--- src/rtl/crc_pkg.sv ---
// Shared CRC-4 constants and encoder FSM state type.
package crc_pkg;

    localparam int CRC_WIDTH = 4;
    localparam logic [CRC_WIDTH:0] CRC4_POLY = 5'b10011;

    typedef enum logic [1:0] {
        IDLE  = 2'd0,
        SHIFT = 2'd1,
        DONE  = 2'd2
    } state_t;

endpackage

--- src/rtl/crc4_lfsr_step.sv ---
// One serial CRC-4 step: folds one message bit into the running remainder.
module crc4_lfsr_step
    import crc_pkg::*;
(
    input  logic [CRC_WIDTH-1:0] rem,
    input  logic                 data_bit,
    output logic [CRC_WIDTH-1:0] rem_next
);

    logic fb;

    assign fb = data_bit ^ rem[CRC_WIDTH-1];

    // Each remainder bit is its lower neighbour, XOR feedback where the generator has a tap.
    generate
        for (genvar gi = 0; gi < CRC_WIDTH; gi++) begin : g_bit
            if (gi == 0) begin : g_lsb
                assign rem_next[gi] = fb & CRC4_POLY[gi];
            end else begin : g_upper
                assign rem_next[gi] = rem[gi-1] ^ (fb & CRC4_POLY[gi]);
            end
        end
    endgenerate

endmodule

--- src/rtl/crc_encoder.sv ---
// Serial CRC-4 (x^4+x+1) encoder producing {payload, crc}; one payload bit per cycle.
// Optional feature: define CRC_ENC_FRAME_CNT_EN to add a 16-bit frame_count output.
module crc_encoder
    import crc_pkg::*;
#(
    parameter int DATA_BITS   = 16,
    parameter int OUTPUT_BITS = DATA_BITS + 4
)(
    input  logic                   clk,
    input  logic                   rst,
    input  logic                   start,
    input  logic [DATA_BITS-1:0]   InputData,
    output logic                   Busy,
    output logic                   Ready,
    output logic [OUTPUT_BITS-1:0] OutputData
`ifdef CRC_ENC_FRAME_CNT_EN
    ,
    output logic [15:0]            frame_count
`endif
);

    localparam int CNT_W = $clog2(DATA_BITS + 1);

    state_t                 state_reg;
    state_t                 state_next;
    logic [DATA_BITS-1:0]   shift_reg;
    logic [DATA_BITS-1:0]   shift_next;
    logic [CRC_WIDTH-1:0]   rem_reg;
    logic [CRC_WIDTH-1:0]   rem_next;
    logic [CNT_W-1:0]       cnt_reg;
    logic                   start_last_reg;
    logic [OUTPUT_BITS-1:0] out_reg;
    logic                   launch;
    logic                   last_bit;
`ifdef CRC_ENC_FRAME_CNT_EN
    logic [15:0]            frame_cnt_reg;
`endif

    assign launch   = start & ~start_last_reg;
    assign last_bit = (cnt_reg == CNT_W'(DATA_BITS - 1));

    // The payload is rotated rather than shifted, so after DATA_BITS steps it is back
    // in its launch-time order and no separate copy is needed.
    assign shift_next = {shift_reg[DATA_BITS-2:0], shift_reg[DATA_BITS-1]};

    crc4_lfsr_step u_step (
        .rem      (rem_reg),
        .data_bit (shift_reg[DATA_BITS-1]),
        .rem_next (rem_next)
    );

    always_ff @(posedge clk) begin
        if (rst) begin
            state_reg      <= IDLE;
            shift_reg      <= '0;
            rem_reg        <= '0;
            cnt_reg        <= '0;
            start_last_reg <= 1'b1;
            out_reg        <= '0;
`ifdef CRC_ENC_FRAME_CNT_EN
            frame_cnt_reg  <= '0;
`endif
        end else begin
            state_reg      <= state_next;
            start_last_reg <= start;
            case (state_reg)
                IDLE: begin
                    if (launch) begin
                        shift_reg <= InputData;
                        rem_reg   <= '0;
                        cnt_reg   <= '0;
                    end
                end
                SHIFT: begin
                    shift_reg <= shift_next;
                    rem_reg   <= rem_next;
                    cnt_reg   <= cnt_reg + CNT_W'(1);
                    if (last_bit) begin
                        out_reg <= {shift_next, rem_next};
`ifdef CRC_ENC_FRAME_CNT_EN
                        frame_cnt_reg <= frame_cnt_reg + 16'd1;
`endif
                    end
                end
                default: begin
                end
            endcase
        end
    end

    always_comb begin
        state_next = state_reg;
        case (state_reg)
            IDLE:    if (launch)   state_next = SHIFT;
            SHIFT:   if (last_bit) state_next = DONE;
            DONE:    if (!start)   state_next = IDLE;
            default: state_next = IDLE;
        endcase
    end

    always_comb begin
        Busy       = (state_reg == SHIFT);
        Ready      = (state_reg == DONE);
        OutputData = out_reg;
    end

`ifdef CRC_ENC_FRAME_CNT_EN
    assign frame_count = frame_cnt_reg;
`endif

endmodule

--- config.mk ---
export PLATFORM = sky130hd
export DESIGN_NAME = crc_encoder
export DESIGN_NICKNAME = d
export VERILOG_FILES = /design/src/rtl/crc_pkg.sv /design/src/rtl/crc4_lfsr_step.sv /design/src/rtl/crc_encoder.sv
export SDC_FILE = /design/constraint.sdc
export NUM_CORES = 1
export LEC_CHECK = 0
export BUFFER_PORTS_ARGS = -buffer_cell sky130_fd_sc_hd__buf_2
export CORE_UTILIZATION = 40
export DETAILED_ROUTE_END_ITERATION = 8
export GPL_ROUTABILITY_DRIVEN = 0
export SLEW_MARGIN = 15
export SYNTH_ARGS = -nofsm -noshare
export SYNTH_HDL_FRONTEND = slang
export SYNTH_SLANG_ARGS = --single-unit
export TNS_END_PERCENT = 100
--- constraint.sdc ---
create_clock -name clk -period 1.8 [get_ports clk]
set_input_delay 0.45 -clock clk [delete_from_list [all_inputs] [get_ports clk]]
set_output_delay 0.45 -clock clk [all_outputs]
set_load 0.1 [all_outputs]
==> PnR_summary.wiki, run 1 <==
{| class="wikitable"
! Metric !! Value
|-
| Outcome || complete, no violations
|-
| Diodes inserted || 0
|-
| Number of setup buffers added after CTS || 0
|-
| Buffer type at the clock tree root || clkbuf_8
|-
| Number of rows created at floorplan || 25
|-
| Routed wire length per instance || 11.9 um
|-
| Worst-Skew Late Latency || 0.30 ns
|-
| Post-layout min period || 1.66 ns
|-
| TritonCTS Sinks || 48
|-
| Initial standard-cell utilization of the core || 42.1%
|-
| Total Neg Setup Slack || 0 ns
|-
| Post-synthesis cell type count || 30
|-
| RSZ-0062 raised after global routing || no
|-
| Share of layout cells above drive strength 1 || 28.0%
|-
| Top post-synthesis cells by count || nand2_1, dfxtp_1, nor2_1, a21oi_1, a311oi_2
|-
| Final Net Count || 291
|-
| CTS tree || built
|-
| Synth-to-layout area growth || 18.3%
|-
| Core Footprint || 0.00479 mm2
|-
| HPWL after detailed placement || 2700 um
|-
| I/O pin cnt || 41
|-
| Met1 GRT Util || 21.8%
|-
| Number of enable flip-flop cells after synthesis || 0
|-
| Ranking of synthesized cells by area || dfxtp_1, nand2_1, a311oi_2
|-
| Cell Area, Synth || 0.00201 mm2
|-
| Width of the chip || 73.0 um
|-
| Number of storage elements in the synthesis netlist || 48
|-
| Kind of launch point of the worst setup path || flip-flop
|-
| Worst path arrival time || 1.21 ns
|-
| Final Hold Fails || 0
|-
| Top flip-flop cell by instance count after synthesis || dfxtp_1
|-
| Library cell with the largest summed area after synthesis || dfxtp_1
|-
| Slew at the pin closest to its max-slew limit || 0.493 ns
|-
| Syn. warnings || 0
|-
| Post-route cell area || 0.00238 mm2
|-
| Per-cell via count in the routed design || 4.84
|-
| 1st-pass router iterations || 4
|-
| Syn avg cell area || 8.68 um2
|-
| Antenna violation net count after detailed routing || 0
|-
| Number of gates resized after CTS || 1
|-
| Met2 Track Usage GR || 29.0%
|-
| Post-Syn Instances || 232
|-
| Max FO, Critical Path || 5
|-
| Detailed-route DRC error count || 0
|-
| Deepest clock path buffer count || 2
|-
| Hold-fix buffers, CTS || 0
|-
| Final count of pins violating max slew || 0
|-
| Reg clk slew, reported paths || 0.08 ns
|-
| Drt total wl || 4020 um
|-
| Critical path start-end classification || flip-flop to output pin
|-
| Post-route clock skew || 0.00806 ns
|-
| Number of flip-flops in the largest register || 20
|-
| Pin count of the biggest net entering global routing || 33
|-
| Via count || 1637
|-
| GR met3 Demand/Resource || 3.45%
|-
| Vert. Die Dim || 73.0 um
|-
| Syn nets || 253
|-
| Top Usage Layer GRT || met2
|-
| Via count of the first global-routing pass || 1571
|-
| Total power per unit cell area || 885 mW/mm2
|-
| Number of antenna violations at the first check in global routing || 0
|-
| Crit path capture type || output pin
|-
| Leakage dissipation || 0.000934 uW
|-
| Setup-failing EPs final || 0
|-
| Share of the synthesized area in the top cell type || 47.7%
|-
| Hold Path Class || primary input to flip-flop
|-
| Most frequently used cell type in the post-synthesis netlist || nand2_1
|-
| Count of buffers inserted at the top-level ports || 40
|-
| Post-place instance area || 0.00227 mm2
|-
| Die Footprint || 0.00532 mm2
|-
| FFs w/ async S/R, synth || 0%
|-
| TritonCTS Buffers || 5
|-
| Max-cap violation count || 0
|-
| VDD IR-drop max || 536 uV
|-
| Global-route wire length before repair || 7090 um
|-
| FMAX || 602 MHz
|-
| Portion of the clock cycle consumed by the worst path in the final layout || 92.2%
|-
| Residual overflow from global routing || 0
|-
| Sequential area share after synthesis || 47.7%
|-
| Max-Slew Margin vs Limit || 67.4%
|-
| Number of levels in the clock H-tree || 2
|-
| Number of design-rule violations left by the first detailed-router iteration || 112
|-
| Global-route total usage across every layer || 17.4%
|-
| Count of fill cells added during filler insertion || 477
|-
| Worst Path Required || 1.35 ns
|}
placed cells by master (no fill, tap or decap), types with 2 or more instances in the layout:
cell      count
ha_1          2
o21ai_0       2
buf_4         7
clkbuf_8      5
buf_12        2
nand2_1      72
dfxtp_1      48
buf_2        38
a22oi_1       4
nor2_1       28
nand2b_4      2
a21oi_1      24
a311oi_2     13
inv_2         2
xnor2_1       2
a311oi_1      3
report_power, final:
part / internal [uW] / switching [uW] / leakage, uW
clock network: 412 / 358 / 0.0000552
registers: 1100 / 29.4 / 0.000390
logic: 88.4 / 122 / 0.000488
total: 1600 / 510 / 0.000934
cell type report:
type,instances,area [um2],area share [%]
multi-input cells,165,936,39.3
clock inverters,2,35.0,1.47
inverters,3,11.3,0.473
clock buffers,6,72.6,3.05
well taps,67,83.8,3.52
flip-flops and latches,48,961,40.3
repair buffers,47,283,11.9
cell families after synthesis:
family	Yosys count	synth area share, %
compound gates	51	21.4
xor+xnor	2	0.870
fa+ha+maj	2	1.24
buf+inv	19	5.84
flops	48	47.7
mux	1	0.559
simple gates	109	22.4
through the flow:
| stage | std cells | setup slack [ns] | util (%) | power, uW | hold WS (ns) |
|---|---|---|---|---|---|
| finish | 338 | 0.140 | 49.8 | 2110 | 0.401 |
| global route | 338 | 0.0925 | 49.8 | 2210 | 0.411 |
| CTS | 338 | 0.123 | 49.8 | 2140 | 0.389 |
| detailed placement | 330 | 0.231 | 47.5 | 1360 | 0.445 |
| global placement | 330 | 0.303 | 47.5 | 1360 | 0.443 |
| floorplan | 232 | 0.204 | - | 1310 | 0.445 |
critical path, stage by stage (launching register included):
cell	delay (ns)
dfxtp_1	0.43
and2b_1	0.18
buf_4	0.29
per-layer routing:
layer	share of wire, %	wire (um)	vias to the layer above
li1	-	-	856
met5	0	0	-
met3	3.8	154	5
met4	1.8	73	0
met1	48	1930	746
met2	46	1860	30
worst paths after layout:
| kind | slack [ns] | cells past startpoint | to | from |
|---|---|---|---|---|
| min | 0.40 | 2 | start_last_reg | start |
| min reg2reg | 0.45 | 2 | OutputData[12] | OutputData[12] |
| max | 0.14 | 2 | Ready | state_reg[1] |
| max reg2reg | 0.21 | 6 | OutputData[0] | cnt_reg[0] |
(Power assumes the default switching activity.)
==> run 2: changes to the inputs <==
--- a/config.mk
+++ b/config.mk
@@ -6,6 +6,7 @@
 export NUM_CORES = 1
 export LEC_CHECK = 0
 export BUFFER_PORTS_ARGS = -buffer_cell sky130_fd_sc_hd__buf_2
+export CORE_ASPECT_RATIO = 0.5
 export CORE_UTILIZATION = 40
 export DETAILED_ROUTE_END_ITERATION = 8
 export GPL_ROUTABILITY_DRIVEN = 0
==> run 2 against run 1 <==
- sequential share of layout area fell by 0.46 points
- core utilization increased by 2.4 points
- largest cell class unchanged
- total power is 3.9% higher
- register-to-register slack barely moved
- cell area rose by 1.2%
- largest power group unchanged
==> PnR_summary.wiki, run 2 (synthesis results as in run 1) <==
{| class="wikitable"
! Metric !! Value
|-
| Max-cap violation count || 0
|-
| Commonest non-fill, non-tap cells in the layout || nand2_1, dfxtp_1, buf_2
|-
| Max-Slew Margin vs Limit || 67.8%
|-
| Startpoint of the worst register-to-register path || cnt_reg[0]
|-
| Post-place instance area || 0.00228 mm2
|-
| I/O pin cnt || 41
|-
| Number of setup buffers added after CTS || 0
|-
| Residual overflow from global routing || 0
|-
| Final count of pins violating max slew || 0
|-
| Max FO, Critical Path || 5
|-
| Count of buffers inserted at the top-level ports || 40
|-
| Kind of launch point of the worst setup path || flip-flop
|-
| Routed wire length per instance || 12.3 um
|-
| Deepest clock path buffer count || 2
|-
| Worst path arrival time || 1.20 ns
|-
| RSZ-0062 raised after global routing || no
|-
| Post-layout min period || 1.65 ns
|-
| Diodes inserted || 0
|-
| Number of antenna violations at the first check in global routing || 0
|-
| Buffer type at the clock tree root || clkbuf_8
|-
| Via count of the first global-routing pass || 1526
|-
| Final Net Count || 289
|-
| Critical path start-end classification || flip-flop to output pin
|-
| Post-route cell area || 0.00241 mm2
|-
| Outcome || complete, no violations
|-
| Global-route total usage across every layer || 17.0%
|-
| Worst hold start || start
|-
| Per-cell via count in the routed design || 4.88
|-
| Combined flip-flop and latch cell area || 961 um2
|-
| Final cell count without fillers || 335
|-
| Final Hold Fails || 0
|-
| Pin count of the biggest net entering global routing || 35
|-
| Commonest non-fill, non-tap cell in the layout || nand2_1
|-
| Count of fill cells added during filler insertion || 457
|-
| Worst Setup Slack, final || 0.148 ns
|-
| Slew at the pin closest to its max-slew limit || 0.487 ns
|-
| Core Footprint || 0.00462 mm2
|-
| Hold Path Class || primary input to flip-flop
|-
| Synth-to-layout area growth || 19.6%
|-
| Worst Path Required || 1.35 ns
|-
| TritonCTS Buffers || 5
|-
| Total Neg Setup Slack || 0 ns
|-
| FMAX || 605 MHz
|-
| Placement Setup Slack || 0.204 ns
|-
| Drt total wl || 4130 um
|-
| Critical Path Max Stage Delay || 0.45 ns
|-
| Cells after DPL || 327
|-
| Detailed-route DRC error count || 0
|-
| Width of the chip || 102 um
|-
| Portion of the clock cycle consumed by the worst path in the final layout || 91.8%
|-
| HPWL after detailed placement || 2780 um
|-
| Number of flip-flops in the largest register || 20
|-
| Crit path capture type || output pin
|-
| Post-Route Hold Slack || 0.400 ns
|-
| Number of rows created at floorplan || 17
|-
| Via count || 1635
|-
| Post-route clock skew || 0.00518 ns
|-
| Worst-Skew Late Latency || 0.30 ns
|-
| Leakage dissipation || 0.000945 uW
|-
| Global-route wire length before repair || 6850 um
|-
| Largest delay contributor family on the critical path || flip-flops
|-
| TritonCTS Sinks || 48
|-
| 1st-pass router iterations || 4
|-
| Initial standard-cell utilization of the core || 43.6%
|-
| Multi-input combinational cell area || 936 um2
|-
| Setup-failing EPs final || 0
|-
| Slowest stage cell on the critical path || dfxtp_1
|-
| Share of layout cells above drive strength 1 || 27.9%
|-
| Vert. Die Dim || 52.2 um
|-
| Start point of the critical path || state_reg[1]
|-
| CTS tree || built
|-
| Cells along the critical path || and2b_1, buf_4
|-
| Die Footprint || 0.00534 mm2
|-
| Reg clk slew, reported paths || 0.09 ns
|-
| Total power per unit cell area || 909 mW/mm2
|-
| VDD IR-drop max || 325 uV
|-
| Number of levels in the clock H-tree || 2
|-
| Antenna violation net count after detailed routing || 0
|-
| Number of buffers and inverters on the critical path || 1
|-
| Number of design-rule violations left by the first detailed-router iteration || 31
|}
==> run 2: changes by cell type in the layout (fill, tap and decap cells not counted), sizes merged <==
cell    change
buf         -2
clkbuf      +1
clkinv      -1
==> run 2: area by class of cell <==
class	instances	area share, %
flip-flops and latches	48	39.9
multi-input cells	165	38.8
repair buffers	45	12.1
clock buffers	7	4.00
well taps	66	3.43
clock inverters	1	1.25
inverters	3	0.467
==> run 2: metal layers <==
metal	global-route usage (%)	up-vias	routed length [um]	part of all wire, %
met3	4.67	4	182	4.4
met4	5.71	0	35	0.85
met5	0	-	0	0
met1	21.3	754	2070	50
li1	-	854	-	-
met2	28.7	23	1840	45
==> run 2: path summary, 6_finish.rpt <==
kind	end	cells after the start	slack [ns]
worst min register to register	OutputData[9]	2	0.45
worst max-delay path	Ready	2	0.15
worst max register to register	OutputData[0]	6	0.20
worst min-delay path	start_last_reg	2	0.40
==> run 2: stage by stage <==
step / util, % / power, uW
2_1_floorplan: - / 1310
5_1_grt: 52.2 / 2280
6_report: 52.2 / 2190
3_5_place_dp: 49.4 / 1370
3_3_place_gp: 49.4 / 1360
4_1_cts: 52.2 / 2210
==> run 2: where the power goes <==
group / total (uW) / internal, uW / switching [uW]
clock network: 847 / 490 / 357
registers: 1130 / 1100 / 29.8
logic: 215 / 89.9 / 125
total: 2190 / 1680 / 512
==> run 2: what timing repair did <==
item	in CTS	in global routing
setup endpoints to repair	0	1
hold buffers	0	0
hold endpoints to repair	0	0
resized for setup	0	2
==> run 3: changes to the inputs <==
--- a/config.mk
+++ b/config.mk
@@ -7,9 +7,10 @@
 export LEC_CHECK = 0
 export BUFFER_PORTS_ARGS = -buffer_cell sky130_fd_sc_hd__buf_2
 export CORE_ASPECT_RATIO = 0.5
-export CORE_UTILIZATION = 40
+export CORE_UTILIZATION = 53
 export DETAILED_ROUTE_END_ITERATION = 8
 export GPL_ROUTABILITY_DRIVEN = 0
+export PLACE_DENSITY = 0.77
 export SLEW_MARGIN = 15
 export SYNTH_ARGS = -nofsm -noshare
 export SYNTH_HDL_FRONTEND = slang
==> run 3 against run 2 <==
- final cell count is 4.2% lower
- total power is 8.8% lower
- highest routed layer unchanged
- maximum frequency down 1.7%
- critical path depth is the same
- critical endpoint unchanged
- clock power is 23% lower
- flip-flop and latch count unchanged
- routed wire length decreased by 4.0%
- combinational power about the same
==> PnR_summary.wiki, run 3 (synthesis results as in run 1) <==
{| class="wikitable"
! Metric !! Value
|-
| Cells along the critical path || and2b_1, clkbuf_4
|-
| Number of antenna violations at the first check in global routing || 0
|-
| Portion of the clock cycle consumed by the worst path in the final layout || 93.4%
|-
| Vert. Die Dim || 45.6 um
|-
| I/O pin cnt || 41
|-
| Buffer type at the clock tree root || clkbuf_8
|-
| Clock Power Share || 32.7%
|-
| Number of setup buffers added after CTS || 0
|-
| Hold path depth || 2
|-
| Slew at the pin closest to its max-slew limit || 0.490 ns
|-
| HPWL after detailed placement || 2640 um
|-
| Width of the chip || 89.2 um
|-
| Placement Setup Slack || 0.173 ns
|-
| Final Hold Fails || 0
|-
| Cell count along the critical path || 2
|-
| Synth-to-layout area growth || 17.4%
|-
| Met2 Track Usage GR || 34.2%
|-
| Total power per unit cell area || 845 mW/mm2
|-
| Hold Path Class || primary input to flip-flop
|-
| Count of buffers inserted at the top-level ports || 40
|-
| Sequential share of power || 56.5%
|-
| Antenna violation net count after detailed routing || 0
|-
| Critical Path Max Stage Delay || 0.44 ns
|-
| Count of fill cells added during filler insertion || 301
|-
| Outcome || complete, no violations
|-
| Number of rows created at floorplan || 15
|-
| Commonest non-fill, non-tap cell in the layout || nand2_1
|-
| Internal portion of total power || 1500 uW
|-
| Met1 GRT Util || 26.4%
|-
| Total Neg Setup Slack || 0 ns
|-
| Commonest non-fill, non-tap cells in the layout || nand2_1, dfxtp_1, buf_2
|-
| Global-route total usage across every layer || 21.0%
|-
| Per-cell via count in the routed design || 5.31
|-
| Number of design-rule violations left by the first detailed-router iteration || 61
|-
| Leakage dissipation || 0.000930 uW
|-
| Worst-Skew Late Latency || 0.30 ns
|-
| Diodes inserted || 0
|-
| Crit path capture type || output pin
|-
| Largest delay contributor family on the critical path || flip-flops
|-
| Pin count of the biggest net entering global routing || 34
|-
| Worst path arrival time || 1.23 ns
|-
| Setup-failing EPs final || 0
|-
| Share of layout cells above drive strength 1 || 27.4%
|-
| Top Usage Layer GRT || met2
|-
| FMAX || 595 MHz
|-
| Detailed-route DRC error count || 0
|-
| GR met3 Demand/Resource || 5.80%
|-
| Residual overflow from global routing || 0
|-
| Worst r2r path cells || 6
|-
| CTS tree || built
|-
| Reg clk slew, reported paths || 0.08 ns
|-
| Post-route clock skew || 0.00497 ns
|-
| Fraction of power spent switching nets || 24.7%
|-
| Post-layout min period || 1.68 ns
|-
| Number of levels in the clock H-tree || 2
|-
| RSZ-0062 raised after global routing || no
|-
| VDD IR-drop max || 330 uV
|-
| Initial standard-cell utilization of the core || 57.1%
|-
| Deepest clock path buffer count || 2
|-
| TritonCTS Sinks || 48
|-
| Max-cap violation count || 0
|-
| Max-Slew Margin vs Limit || 67.6%
|-
| Via count of the first global-routing pass || 1439
|-
| Switching power of the nets || 494 uW
|-
| Drt total wl || 3970 um
|-
| TritonCTS Buffers || 5
|-
| Via count || 1706
|-
| Final Net Count || 290
|-
| Core Footprint || 0.00353 mm2
|-
| Number of flip-flops in the largest register || 20
|-
| Number of buffers and inverters on the critical path || 1
|-
| 1st-pass router iterations || 4
|-
| Combinational group share of total power || 10.9%
|-
| Die Footprint || 0.00407 mm2
|-
| Worst Setup Slack, final || 0.119 ns
|-
| Max FO, Critical Path || 5
|-
| Critical path start-end classification || flip-flop to output pin
|-
| Slowest stage cell on the critical path || dfxtp_1
|-
| Global-route wire length before repair || 6320 um
|-
| Final count of pins violating max slew || 0
|-
| Routed wire length per instance || 12.4 um
|-
| Kind of launch point of the worst setup path || flip-flop
|-
| Worst Path Required || 1.35 ns
|}
run 3: stage by stage:
step | cell area, um2 | cells | utilization [%] | power (uW) | hold slack (ns)
after floorplan | 2010 | 232 | - | 1310 | 0.445
after global placement | 2270 | 313 | 64.3 | 1360 | 0.440
after detailed placement | 2270 | 313 | 64.3 | 1370 | 0.444
after CTS | 2360 | 321 | 66.9 | 2010 | 0.394
after global routing | 2360 | 321 | 67.0 | 2080 | 0.396
final | 2360 | 321 | 67.0 | 2000 | 0.404
run 3: worst paths after layout:
path / startpoint / endpoint / slack (ns)
worst max-delay path: state_reg[1] / Ready / 0.12
worst min-delay path: start / start_last_reg / 0.40
worst max register to register: cnt_reg[0] / OutputData[0] / 0.17
worst min register to register: OutputData[12] / OutputData[12] / 0.45
run 3: metal layers:
layer  wire (um)  vias up
met1        1890      808
met5           0        -
li1            -      852
met2        1850       38
met3         168        8
met4          59        0
run 3: repair_timing:
action                     CTS  global route
hold buffers                 0             0
setup endpoints to repair    0             2
gates resized for setup      0             3
run 3: power by group through the flow:
stage / clock network (uW) / registers [uW] / logic [uW]
2_1_floorplan: 0 / 1140 / 163
3_3_place_gp: 0 / 1150 / 209
3_5_place_dp: 0 / 1150 / 216
4_1_cts: 671 / 1130 / 217
5_1_grt: 716 / 1130 / 236
6_report: 652 / 1130 / 217
run 3: final cells by class:
class	count	area, um2	share of cell area [%]
well taps	51	63.8	2.70
multi-input cells	165	936	39.6
inverters	3	13.8	0.582
clock buffers	8	90.1	3.81
flip-flops and latches	48	961	40.6
repair buffers	46	300	12.7
